File: config.mk
export PLATFORM = sky130hd
export DESIGN_NAME = cdc_req_ack_tx
export DESIGN_NICKNAME = d
export VERILOG_FILES = /design/src/rtl/cdc_req_ack_tx.sv
export SDC_FILE = /design/constraint.sdc
export NUM_CORES = 1
export LEC_CHECK = 0
export BUFFER_PORTS_ARGS = -buffer_cell sky130_fd_sc_hd__buf_2
export CORE_MARGIN = 1
export CORE_UTILIZATION = 54
export CTS_CLUSTER_SIZE = 8
export DETAILED_ROUTE_END_ITERATION = 8
export PLACE_DENSITY = 0.9
export SETUP_SLACK_MARGIN = 0.5
export SLEW_MARGIN = 20
export SYNTH_ARGS = -nofsm -noshare
export SYNTH_HDL_FRONTEND = slang
export SYNTH_SLANG_ARGS = --single-unit
File: constraint.sdc
create_clock -name i_clk -period 3.1 [get_ports i_clk]
set_input_delay 0.155 -clock i_clk [delete_from_list [all_inputs] [get_ports i_clk]]
set_output_delay 0.155 -clock i_clk [all_outputs]
set_load 0.01 [all_outputs]
File: src/rtl/cdc_req_ack_tx.sv
// -----------------------------------------------------------------------------
// cdc_req_ack_tx
//
// Source-side controller for a 4-phase req/ack clock-domain-crossing handshake.
// A word is taken from a local valid/ready producer, parked on o_data and
// announced to the destination domain by raising o_req. The returning
// acknowledge is brought into i_clk through a SYNC_STAGES-deep flop chain and
// the controller walks the full protocol:
//   req up -> ack up -> req down -> ack down -> o_done
// o_data only changes on an accept, so it is stable for the whole time o_req
// is high and the destination may register it once it sees o_req rise.
//
// Parameters
//   DATA_W       width of the transferred word
//   SYNC_STAGES  depth of the i_ack synchronizer (2..4; clamped to that range)
//   TIMEOUT      wait-state cycles before o_err sets (0 disables the timeout)
//
// Ports (single clock domain i_clk, synchronous active-low reset i_rst_n)
//   i_clk      in   source-domain clock
//   i_rst_n    in   synchronous active-low reset
//   i_valid    in   producer has a word on i_data
//   i_data     in   word to transfer
//   o_ready    out  word accepted this cycle when i_valid is also high
//   o_req      out  registered request to the destination domain
//   o_data     out  registered captured word
//   i_ack      in   acknowledge from the destination domain (asynchronous)
//   o_done     out  one-cycle pulse in the first IDLE cycle after a transfer
//   o_busy     out  a transfer is in progress
//   o_err      out  sticky timeout flag
//   i_err_clr  in   clears o_err (a simultaneous set wins)
// -----------------------------------------------------------------------------
module cdc_req_ack_tx #(
    parameter int DATA_W      = 8,
    parameter int SYNC_STAGES = 2,
    parameter int TIMEOUT     = 255
) (
    input  logic              i_clk,
    input  logic              i_rst_n,
    input  logic              i_valid,
    input  logic [DATA_W-1:0] i_data,
    output logic              o_ready,
    output logic              o_req,
    output logic [DATA_W-1:0] o_data,
    input  logic              i_ack,
    output logic              o_done,
    output logic              o_busy,
    output logic              o_err,
    input  logic              i_err_clr
);

    // Out-of-range depths are pulled back into the legal 2..4 window so the
    // chain never degenerates into a single (metastability-unsafe) flop.
    localparam int SYNC_N = (SYNC_STAGES < 2) ? 2 :
                            ((SYNC_STAGES > 4) ? 4 : SYNC_STAGES);

    // Counter is wide enough to hold TIMEOUT itself (it saturates there).
    localparam int CNT_W = (TIMEOUT < 2) ? 1 : $clog2(TIMEOUT + 1);

    localparam logic [CNT_W-1:0] CNT_ZERO = {CNT_W{1'b0}};
    localparam logic [CNT_W-1:0] CNT_ONE  = CNT_W'(1);
    localparam logic [CNT_W-1:0] CNT_MAX  = CNT_W'(TIMEOUT);
    // The flag is raised on the same edge the counter steps onto TIMEOUT.
    localparam logic [CNT_W-1:0] CNT_LAST = (TIMEOUT > 0) ? CNT_W'(TIMEOUT - 1)
                                                          : {CNT_W{1'b0}};
    localparam bit               TO_EN    = (TIMEOUT != 0);

    typedef enum logic [1:0] {
        ST_IDLE = 2'd0,
        ST_REQ  = 2'd1,
        ST_REL  = 2'd2
    } state_t;

    state_t              state_r;
    state_t              state_nxt_s;
    logic [SYNC_N-1:0]   sync_r;
    logic                ack_s;
    logic                ready_s;
    logic                busy_s;
    logic                accept_s;
    logic                req_nxt_s;
    logic                done_nxt_s;
    logic [CNT_W-1:0]    wait_r;
    logic [CNT_W-1:0]    wait_nxt_s;
    logic                err_set_s;

    // Acknowledge synchronizer: i_ack enters at bit 0, ack_s is the last flop.
    always_ff @(posedge i_clk) begin
        if (!i_rst_n) begin
            sync_r <= {SYNC_N{1'b0}};
        end else begin
            sync_r <= {sync_r[SYNC_N-2:0], i_ack};
        end
    end

    assign ack_s = sync_r[SYNC_N-1];

    // A still-high acknowledge from the previous round (or a stale one after
    // reset) blocks new accepts until the destination has released it.
    assign busy_s   = (state_r != ST_IDLE);
    assign ready_s  = (state_r == ST_IDLE) && !ack_s;
    assign accept_s = i_valid && ready_s;

    assign o_ready  = ready_s;
    assign o_busy   = busy_s;

    // State register.
    always_ff @(posedge i_clk) begin
        if (!i_rst_n) begin
            state_r <= ST_IDLE;
        end else begin
            state_r <= state_nxt_s;
        end
    end

    // Next-state, next-request and completion-pulse decode.
    always_comb begin
        state_nxt_s = state_r;
        req_nxt_s   = 1'b0;
        done_nxt_s  = 1'b0;
        case (state_r)
            ST_IDLE: begin
                if (accept_s) begin
                    req_nxt_s   = 1'b1;
                    state_nxt_s = ST_REQ;
                end else begin
                    req_nxt_s   = 1'b0;
                    state_nxt_s = ST_IDLE;
                end
            end
            ST_REQ: begin
                if (ack_s) begin
                    req_nxt_s   = 1'b0;
                    state_nxt_s = ST_REL;
                end else begin
                    req_nxt_s   = 1'b1;
                    state_nxt_s = ST_REQ;
                end
            end
            ST_REL: begin
                if (!ack_s) begin
                    done_nxt_s  = 1'b1;
                    state_nxt_s = ST_IDLE;
                end else begin
                    done_nxt_s  = 1'b0;
                    state_nxt_s = ST_REL;
                end
            end
            default: begin
                req_nxt_s   = 1'b0;
                done_nxt_s  = 1'b0;
                state_nxt_s = ST_IDLE;
            end
        endcase
    end

    // Wait counter: restarts on every state change, counts wait-state cycles
    // and parks at TIMEOUT. The error is a one-shot event on reaching TIMEOUT
    // so a clear issued during a long stall is not immediately overridden.
    always_comb begin
        wait_nxt_s = wait_r;
        err_set_s  = 1'b0;
        if (state_nxt_s != state_r) begin
            wait_nxt_s = CNT_ZERO;
        end else if ((state_r == ST_REQ) || (state_r == ST_REL)) begin
            if (wait_r != CNT_MAX) begin
                wait_nxt_s = wait_r + CNT_ONE;
            end else begin
                wait_nxt_s = wait_r;
            end
            if (TO_EN && (wait_r == CNT_LAST)) begin
                err_set_s = 1'b1;
            end else begin
                err_set_s = 1'b0;
            end
        end else begin
            wait_nxt_s = CNT_ZERO;
        end
    end

    // Wait counter register.
    always_ff @(posedge i_clk) begin
        if (!i_rst_n) begin
            wait_r <= CNT_ZERO;
        end else begin
            wait_r <= wait_nxt_s;
        end
    end

    // Registered handshake outputs; o_data loads only on an accept.
    always_ff @(posedge i_clk) begin
        if (!i_rst_n) begin
            o_req  <= 1'b0;
            o_done <= 1'b0;
            o_data <= {DATA_W{1'b0}};
        end else begin
            o_req  <= req_nxt_s;
            o_done <= done_nxt_s;
            if (accept_s) begin
                o_data <= i_data;
            end else begin
                o_data <= o_data;
            end
        end
    end

    // Sticky error flag; a set in the same cycle as a clear takes priority.
    // The FSM never aborts on timeout: dropping out of a half-finished 4-phase
    // exchange would leave the destination out of step.
    always_ff @(posedge i_clk) begin
        if (!i_rst_n) begin
            o_err <= 1'b0;
        end else if (err_set_s) begin
            o_err <= 1'b1;
        end else if (i_err_clr) begin
            o_err <= 1'b0;
        end else begin
            o_err <= o_err;
        end
    end

endmodule

After elaboration in Yosys (flattened, before gate mapping)
Cells that the tools add are included.
{"block": "op_classes", "bitwise_logic": 2, "reduce_logical": 9, "add_sub_neg": 1, "n_mux": 12, "eq_ne": 5}
{"cell": "8-bit by 1-bit adder with 8-bit output, second input constant", "count": 1}
{"cell": "8-bit equality test, second input constant", "count": 1}
{"cell": "1-bit two-way mux", "count": 8}
{"cell": "8-bit inequality test, second input constant", "count": 1}
{"cell": "2-bit one-hot mux with 3 select lines", "count": 1}
{"cell": "2-bit two-way mux", "count": 2}
{"cell": "2-bit nonzero test", "count": 2}
{"cell": "3-bit OR reduction", "count": 1}
{"cell": "2-bit by 1-bit equality test with 1-bit output, second input constant", "count": 1}
{"cell": "2-bit equality test, second input constant", "count": 1}
{"cell": "1-bit logical AND", "count": 2}
{"cell": "2-bit logical NOT", "count": 1}
{"cell": "2-bit inequality test", "count": 1}
{"cell": "1-bit NOT", "count": 2}
{"cell": "1-bit one-hot mux with 2 select lines", "count": 1}
{"cell": "2-bit AND reduction", "count": 1}
{"cell": "1-bit logical NOT", "count": 1}
{"cell": "1-bit logical OR", "count": 1}
{"block": "word_totals", "elab_cells": 36, "regBits": 23, "output_inout_bits": 13}

Logic depth before layout (Yosys ltp)
Gate-level depths: netlist of run 1.
{"block": "logic_depth", "ltp_word": 8, "depth_mapped": 7, "ltp_nobuf": 6}

Worst setup path after synthesis of run 1
Ideal clock, no wire load.
{"block": "synth_timing", "path_type": "register to register", "startpoint": "register state_r[0]", "endpoint": "register wait_r[2]", "path_stages_with_launch": 7, "required_time_ps": 2962, "setup_time_ps": 138, "slack_ps": 1579, "arrival_time_ps": 1382, "path_cell_list": "dfxtp_1 -> inv_1 -> ha_1 -> a21oi_4 -> nor3_4 -> mux2i_2 -> nor3_1"}
{"block": "synth_via", "elab_chain_len": 7, "elab_cells_between_ends": 11}
{"element": "from (decl)", "line": "73", "rtl": "state_t state_r;"}
{"element": "from (signal assigned)", "line": "111", "rtl": "state_r <= state_nxt_s;"}
{"element": "2-bit logical NOT", "line": "100, 120"}
{"element": "1-bit logical AND", "line": "100", "rtl": "assign ready_s = (state_r == ST_IDLE) && !ack_s;"}
{"element": "1-bit logical AND", "line": "101", "rtl": "assign accept_s = i_valid && ready_s;"}
{"element": "1-bit two-way mux", "line": "122", "rtl": "if (accept_s) begin"}
{"element": "2-bit one-hot mux with 3 select lines", "line": "120", "rtl": "case (state_r)"}
{"element": "2-bit inequality test", "line": "162", "rtl": "if (state_nxt_s != state_r) begin"}
{"element": "3-bit OR reduction (no line) *"}
{"element": "to (signal assigned)", "line": "185", "rtl": "wait_r <= wait_nxt_s;"}
{"element": "to (decl)", "line": "82", "rtl": "logic [CNT_W-1:0] wait_r;"}
Every way passes the cells marked *; elsewhere a longest branch is shown, timed or not.
A chain may end at the register's enable or synchronous reset.

Worst setup path in the final report of run 1
{"block": "layout_timing", "startpoint": "register state_r[0]", "endpoint": "output o_ready"}
{"block": "layout_via", "elab_chain_len": 2}
{"element": "2-bit logical NOT", "line": "100"}
{"element": "1-bit logical AND", "line": "100"}
{"element": "to (decl)", "line": "41", "rtl": "output logic o_ready,"}
Every way passes these cells.

==> out/metrics.csv, run 1 <==
metric;value;unit
status;completed;
final RePlAce weighted congestion;0.7292;
Mapped Cells;111;
Die Wd;45.80;microns
R2R setup slack;1230;ps
clk buf depth;2;
initial antenna violation count;0;
max-slew violation count;0;
I/O pin cnt;26;
Lkg Pwr;0.5198;nW
CP Capture Type;output pin;
largest fanout on the critical path;10;
Setup TNS;0;ps
die area;2098;sq um
CP arrival;1850;ps
crit path cell chain;inv_1, ha_1, nor2b_1, buf_2;
nets@finish;156;
MaxCap Viol Count;0;
vias in the first global route;702;
CP max stage delay;550;ps
placed cell count;157;
worst-margin pin slew;634.9;ps
post-detailed-placement half-perimeter wirelength;1356;microns
RSZ-0062 raised after global routing;false;
H-tree levels;1;
Reg2Reg Depth;6;
Primary FF master, synth;dfxtp_1;
Die H;45.80;microns
Syn Nets;130;
Site Rows;15;
global route overflow;0;
Hold WC Path Type;in2reg;
Yosys warning total;0;
Tcrit/Tclk final;64.72;%
worst vdd ir;0.0003476;V
Reg area;460.4;sq um
GRT Util Overall;19.44;%
area occupied by multi-input gates;535.5;sq um
WP data required;2940;ps
vias;850;
Post-CTS Setup Bufs;0;
Routed WL;1841;microns
Worst-path clk slew;120;ps
final setup fails;0;
WHS Path Cells;2;
Via density;5.280;
syn avg cell area;9.333;sq um
FFs w/ async S/R, synth;0;%
clk_lat worst skew;300;ps
# fillers;171;
final hold violation count;0;
fin cells;161;
Max Clk Rate;0.4985;GHz
IO Port Bufs;25;
Worst Clk Skew;5.600;ps
CTS resizes;0;
first-pass GRT wire length;2870;microns
Post-synth EDFFs;0;
CTS sink cnt;23;
cts hold-fix bufs;0;
Seq/Total Area, Yosys;44.44;%
slowest stage cell, crit path;nor2b_1;
initial core utilization;58.72;%
Final Core Density;67.87;%
Routed Antenna Nets;0;
Slew HR;57.59;%
largest net degree at the start of global routing;17;
TritonCTS clock tree;yes;
DR iter-0 viols;10;
antenna fix cells;0;
Seq cells post-synth;23;
First-pass DRT Iterations;4;
DRC Markers;0;
CTS buffer count;3;
kind of critical path;reg2out;
share of cells above drive strength 1;25.74;%
WL per Instance;11.43;microns
core area;1764;sq um
crit path launch type;flip-flop;
min cycle time layout;2006;ps
Synth Cell Area;1036;sq um
Distinct cells, synth;31;
Area Overhead vs Synth;15.58;%
Root Driver;clkbuf_4;
pwr dens;430.4;nW/um^2
metal layers:
metal	GRT usage [%]	wire length [microns]	up-vias
li1	-	-	429
met1	20.39	763	393
met2	36.29	946	22
met3	2.381	91	6
met4	11.76	40	0
met5	0	0	-
cell usage after synthesis (2+ instances only):
master    instances  area, sq um
ha_1              6        75.07
and3_1            4        25.02
a21oi_1           2        10.01
nor3_1            3        15.01
nand3_1          11        55.05
and2_1            4        25.02
nand2_1          12        45.04
dfxtp_1          23        460.4
nor2_1            7        26.28
xor2_1            2        17.52
inv_1             5        18.77
nand4_1           2        12.51
nand2b_1          2        12.51
nor2b_1           2        12.51
buf_2             2        10.01
a21boi_0          9        67.56
area by class of cell:
type / instances / share of cell area (%)
inverter: 5 / 1.567
multi-input combinational: 79 / 44.72
timing repair buffer: 25 / 10.45
tap: 25 / 2.612
clock buffer: 4 / 2.194
sequential: 23 / 38.45
worst max-delay path, delay by kind of cell (launching register included):
kind / cells / cell delay [ps]
simple gates: 1 / 550
flops: 1 / 370
fa+ha+maj: 1 / 250
buf+inv: 2 / 370
worst paths after layout:
path	to	start
max	o_ready	state_r[0]
min	sync_r[0]	i_ack
max reg2reg	o_data[3]	state_r[0]
min reg2reg	sync_r[1]	sync_r[0]
where the power goes:
part	internal, W	switching (W)
clock	0.0000502	0.0000822
combinational	0.0000297	0.0000389
sequential	0.000307	0.00000761
cell families (layout without fill, tap and decap cells):
logic type,count (synthesis),in the layout,synth area share [%]
AOI/OAI and AO/OA,16,16,13.04
xor gates and xnor gates,3,3,2.537
adders and majority gates,6,6,7.246
buffers and inverters,9,34,3.865
DFF,23,23,44.44
muxes,2,2,2.294
and+or+nand+nor,52,52,26.57
cell usage in the layout (no fill, tap or decap), drive strengths merged:
| cell | netlist | routed |
|---|---|---|
| nand3 | 11 | 11 |
| buf | 3 | 25 |
| nand2b | 2 | 2 |
| xnor2 | 1 | 1 |
| clkbuf | 1 | 4 |
| nand4 | 2 | 2 |
| nor4 | 1 | 1 |
| nand3b | 1 | 1 |
| o31ai | 1 | 1 |
| nand2 | 13 | 13 |
| a211oi | 1 | 1 |
| nor2b | 2 | 2 |
| a21oi | 3 | 3 |
| xor2 | 2 | 2 |
| ha | 6 | 6 |
| dfxtp | 23 | 23 |
| a21boi | 9 | 9 |
| and3 | 4 | 4 |
| a311oi | 1 | 1 |
| inv | 5 | 5 |
| mux2i | 2 | 2 |
| a31oi | 1 | 1 |
| nor2 | 7 | 7 |
| nor3 | 5 | 5 |
| and2 | 4 | 4 |
stage by stage:
step	hold WS, ps	total power [W]	area, sq um	worst slack [ps]
after global routing	43.07	0.0005435	1197	950.8
final	49.42	0.0005153	1197	1094
after detailed placement	374.0	0.0003902	1171	1271
after floorplan	282.3	0.0003659	1036	1579
after CTS	42.62	0.0005216	1197	1097
after global placement	366.3	0.0003863	1171	1416
registers in the layout, summed over array words and instances (netlist names):
name     cells
wait_r       8
o_done       1
o_req        1
o_err        1
o_data       8
sync_r       2
state_r      2
Note: power is estimated with default switching activity, not from simulation.
==> run 2: changes to the inputs <==
--- a/config.mk
+++ b/config.mk
@@ -5,12 +5,13 @@
 export SDC_FILE = /design/constraint.sdc
 export NUM_CORES = 1
 export LEC_CHECK = 0
+export ABC_AREA = 1
 export BUFFER_PORTS_ARGS = -buffer_cell sky130_fd_sc_hd__buf_2
 export CORE_MARGIN = 1
-export CORE_UTILIZATION = 54
+export CORE_UTILIZATION = 46
 export CTS_CLUSTER_SIZE = 8
 export DETAILED_ROUTE_END_ITERATION = 8
-export PLACE_DENSITY = 0.9
+export PLACE_DENSITY = 0.82
 export SETUP_SLACK_MARGIN = 0.5
 export SLEW_MARGIN = 20
 export SYNTH_ARGS = -nofsm -noshare
==> constraint.sdc (replaced) <==
create_clock -name i_clk -period 1.65 [get_ports i_clk]
set_input_delay 0.0825 -clock i_clk [delete_from_list [all_inputs] [get_ports i_clk]]
set_output_delay 0.0825 -clock i_clk [all_outputs]
set_load 0.01 [all_outputs]
==> run 2 against run 1 <==
Critical path depth rose by 4. Clock skew rose by 3.5 ps. First-iteration DRC count rose by 100%. Die area rose by 16%. Non-clock buffer count rose by 11. Count of clock-buffer cells in the layout fell by 1. Global-route usage rose by 1.2 points. Core utilization rose by 5.2 points. Hold slack got worse by 40 ps. Flip-flop and latch count did not move. Clock power rose by 100%.
==> out/metrics.csv, run 2 <==
metric;value;unit;change
status;completed;;unchanged
CTS buffer count;3;;unchanged
CP max stage delay;380;ps;was 550 ps
WL per Instance;13.14;microns;was 11.43 microns
most frequent CP cell;nand2_4;;
Site Rows;16;;was 15
grt met1 use;22.18;%;was 20.39%
WP data required;1900;ps;was 2940 ps
die area;2443;sq um;was 2098 sq um
Max Clk Rate;0.7682;GHz;
Seq pwr share;54.1;%;was 61.0%
top-count cell post-synth;nand2_1;;was dfxtp_1
Primary FF master, synth;dfxtp_1;;unchanged
Final Core Density;73.04;%;was 67.87%
CP arrival;1550;ps;was 1850 ps
Switch Pwr;0.0003190;W;was 0.0001287 W
largest area contributor in the netlist;dfxtp_1;;unchanged
Routed WL;2523;microns;was 1841 microns
pwr dens;733.6;nW/um^2;was 430.4 nW/um^2
TritonCTS clock tree;yes;;unchanged
worst path bufs/invs;1;;was 2
final setup fails;0;;unchanged
IO Port Bufs;25;;unchanged
final hold slack;9.719;ps;was 49.42 ps
post-detailed-placement half-perimeter wirelength;1529;microns;was 1356 microns
Worst Clk Skew;9.126;ps;was 5.600 ps
crit path cell chain;inv_4, ha_4, nand3_4, nand2_4, nand2_4, nand2_4, nand4_4, a21oi_2;;was inv_1, ha_1, nor2b_1, buf_2
Largest regs;o_data (8), wait_r (8);;unchanged
met2 GRT Util;36.99;%;was 36.29%
syn avg cell area;8.148;sq um;was 9.333 sq um
Area Overhead vs Synth;44.14;%;was 15.58%
CTS sink cnt;23;;unchanged
Syn Nets;146;;was 130
Setup TNS;0;ps;unchanged
pre-CTS setup slack;268.2;ps;was 1271 ps
final RePlAce weighted congestion;0.7976;;was 0.7292
FFs w/ async S/R, synth;0;%;unchanged
Worst-path clk slew;120;ps;about the same
min cycle time layout;1302;ps;
GRT Max-Usage Layer;met2;;unchanged
Die H;49.43;microns;was 45.80 microns
Hold WC Path Type;in2reg;;unchanged
vias;998;;was 850
max-slew violation count;0;;unchanged
Mapped Cells;127;;was 111
Lkg Pwr;0.5994;nW;was 0.5198 nW
placed inst area;1205;sq um;was 1171 sq um
clk_lat worst skew;320;ps;was 300 ps
Die Wd;49.43;microns;was 45.80 microns
top post-synthesis cells by area;dfxtp_1 (44%), a21oi_1 (9.2%), nand2_1 (9.1%), ha_1 (7.3%), nand3_1 (5.3%);;was dfxtp_1 (44%), ha_1 (7.2%), a21boi_0 (6.5%), nand3_1 (5.3%), nand2_1 (4.3%)
design area;1491;sq um;was 1197 sq um
worst-margin pin slew;539.8;ps;was 634.9 ps
core area;2042;sq um;was 1764 sq um
sw frac;29.16;%;was 24.97%
MaxCap Viol Count;0;;unchanged
worst vdd ir;0.0004866;V;was 0.0003476 V
Seq/Total Area, Yosys;44.50;%;was 44.44%
Synth Cell Area;1035;sq um;was 1036 sq um
CP Capture Type;flip-flop;;was output pin
Yosys warning total;0;;unchanged
most frequent cells in the layout;nand2_1 (23), buf_2 (23), dfxtp_1 (18);;was buf_2 (25), dfxtp_1 (23), nand2_1 (12)
Tcrit/Tclk final;78.89;%;
final hold violation count;0;;unchanged
Routed Antenna Nets;0;;unchanged
RSZ-0062 raised after global routing;true;;was false
largest net degree at the start of global routing;14;;was 17
initial antenna violation count;0;;unchanged
First-pass DRT Iterations;4;;unchanged
Post-synth top cells;nand2_1 (25), dfxtp_1 (23), a21oi_1 (19);;was dfxtp_1 (23), nand2_1 (12), nand3_1 (11)
CP delay by family, top;simple AND/OR/NAND/NOR gates;;unchanged
share of cells above drive strength 1;50.30;%;was 25.74%
Root Driver;clkbuf_4;;unchanged
largest fanout on the critical path;8;;was 10
Seq cells post-synth;23;;unchanged
global route overflow;0;;unchanged
GR Layer Usage met3;3.115;%;was 2.381%
DRC Markers;0;;unchanged
Synth top area share;44.50;%;was 44.44%
H-tree levels;1;;unchanged
initial core utilization;50.67;%;was 58.72%
first-pass GRT wire length;3905;microns;was 2870 microns
antenna fix cells;0;;unchanged
I/O pin cnt;26;;unchanged
nets@finish;185;;was 156
Final Worst Setup Slack;348.3;ps;was 1094 ps
crit path launch type;flip-flop;;unchanged
clk buf depth;2;;unchanged
Int Pwr;0.0007751;W;was 0.0003867 W
DR iter-0 viols;20;;was 10
kind of critical path;reg2reg;;was reg2out
Distinct cells, synth;25;;was 31
Clk network pwr share;24.5;%;was 25.7%
Slew HR;63.98;%;was 57.59%
Logic pwr share;21.4;%;was 13.3%
vias in the first global route;956;;was 702
GRT Util Overall;20.66;%;was 19.44%
Post-synth EDFFs;0;;unchanged
slowest stage cell, crit path;dfxtp_4;;was nor2b_1
Via density;5.198;;was 5.280
run 2: changes by cell type after synthesis, moves of 4 or more:
cell	before	now
a21oi_1	2	19
and2_1	4	0
a21boi_0	9	0
inv_1	5	14
and3_1	4	0
nand2_1	12	25
run 2: final cells by class:
class | instances | area, sq um
Clock buffer | 3 | 22.52
Clock inverter | 1 | 5.005
Fill cell | 161 | 550.5
Inverter | 15 | 63.81
Multi-Input combinational cell | 87 | 656.9
Sequential cell | 23 | 471.7
Tap cell | 27 | 33.78
Timing Repair Buffer | 36 | 237.7
run 2: power by group through the flow:
stage / Sequential [W] / Clock [W] / Combinational, W
floorplan: 0.000610 / 0 / 0.0000889
global placement: 0.000603 / 0 / 0.000139
detailed placement: 0.000603 / 0 / 0.000146
CTS: 0.000591 / 0.000274 / 0.000186
global route: 0.000594 / 0.000298 / 0.000253
finish: 0.000592 / 0.000268 / 0.000235
run 2: repair_timing:
action,CTS,global route
hold buffers,2,2
setup endpoints to repair,19,21
gates cloned,0,0
resized for setup,21,26
endpoints found under the hold margin,2,2
pin swaps,4,8
buffers inserted,7,0
run 2: worst register-to-register path, cell delays in order (launching register included):
cell     delay [ps]
dfxtp_4         380
inv_4            80
ha_4            160
nand3_4          80
nand2_4         100
nand2_4          60
nand2_4          70
nand4_4         160
a21oi_2         160
run 2: path summary, 6_finish.rpt:
kind,depth (start not counted),slack (ps),endpoint,start
setup / recovery,8,350,wait_r[0],state_r[1]
hold / removal,3,10,sync_r[0],i_rst_n
setup reg to reg,8,350,wait_r[0],state_r[1]
hold reg to reg,2,440,sync_r[1],sync_r[0]
run 2: layer usage:
layer  share of wire (%)  vias up
met5                   0        -
li1                    -      488
met3                 4.7        6
met2                  54       37
met4                 2.3        0
met1                  39      467
run 2: cells by family (layout without fill, tap and decap cells):
logic type               after synthesis  count (layout)  share of synthesized area (%)
buffers and inverters                 17              55                          6.892
adder cells (fa/ha/maj)                6               6                          7.255
AO/OA/AOI/OAI                         22              22                          11.12
AND/OR/NAND/NOR                       56              56                          27.69
flip-flops                            23              23                          44.50
XOR/XNOR                               3               3                          2.540
run 2: stage by stage:
step / power, W / cells
global placement: 0.0007420 / 177
CTS: 0.001051 / 190
finish: 0.001094 / 192
global route: 0.001146 / 192
detailed placement: 0.0007491 / 177
floorplan: 0.0006988 / 127
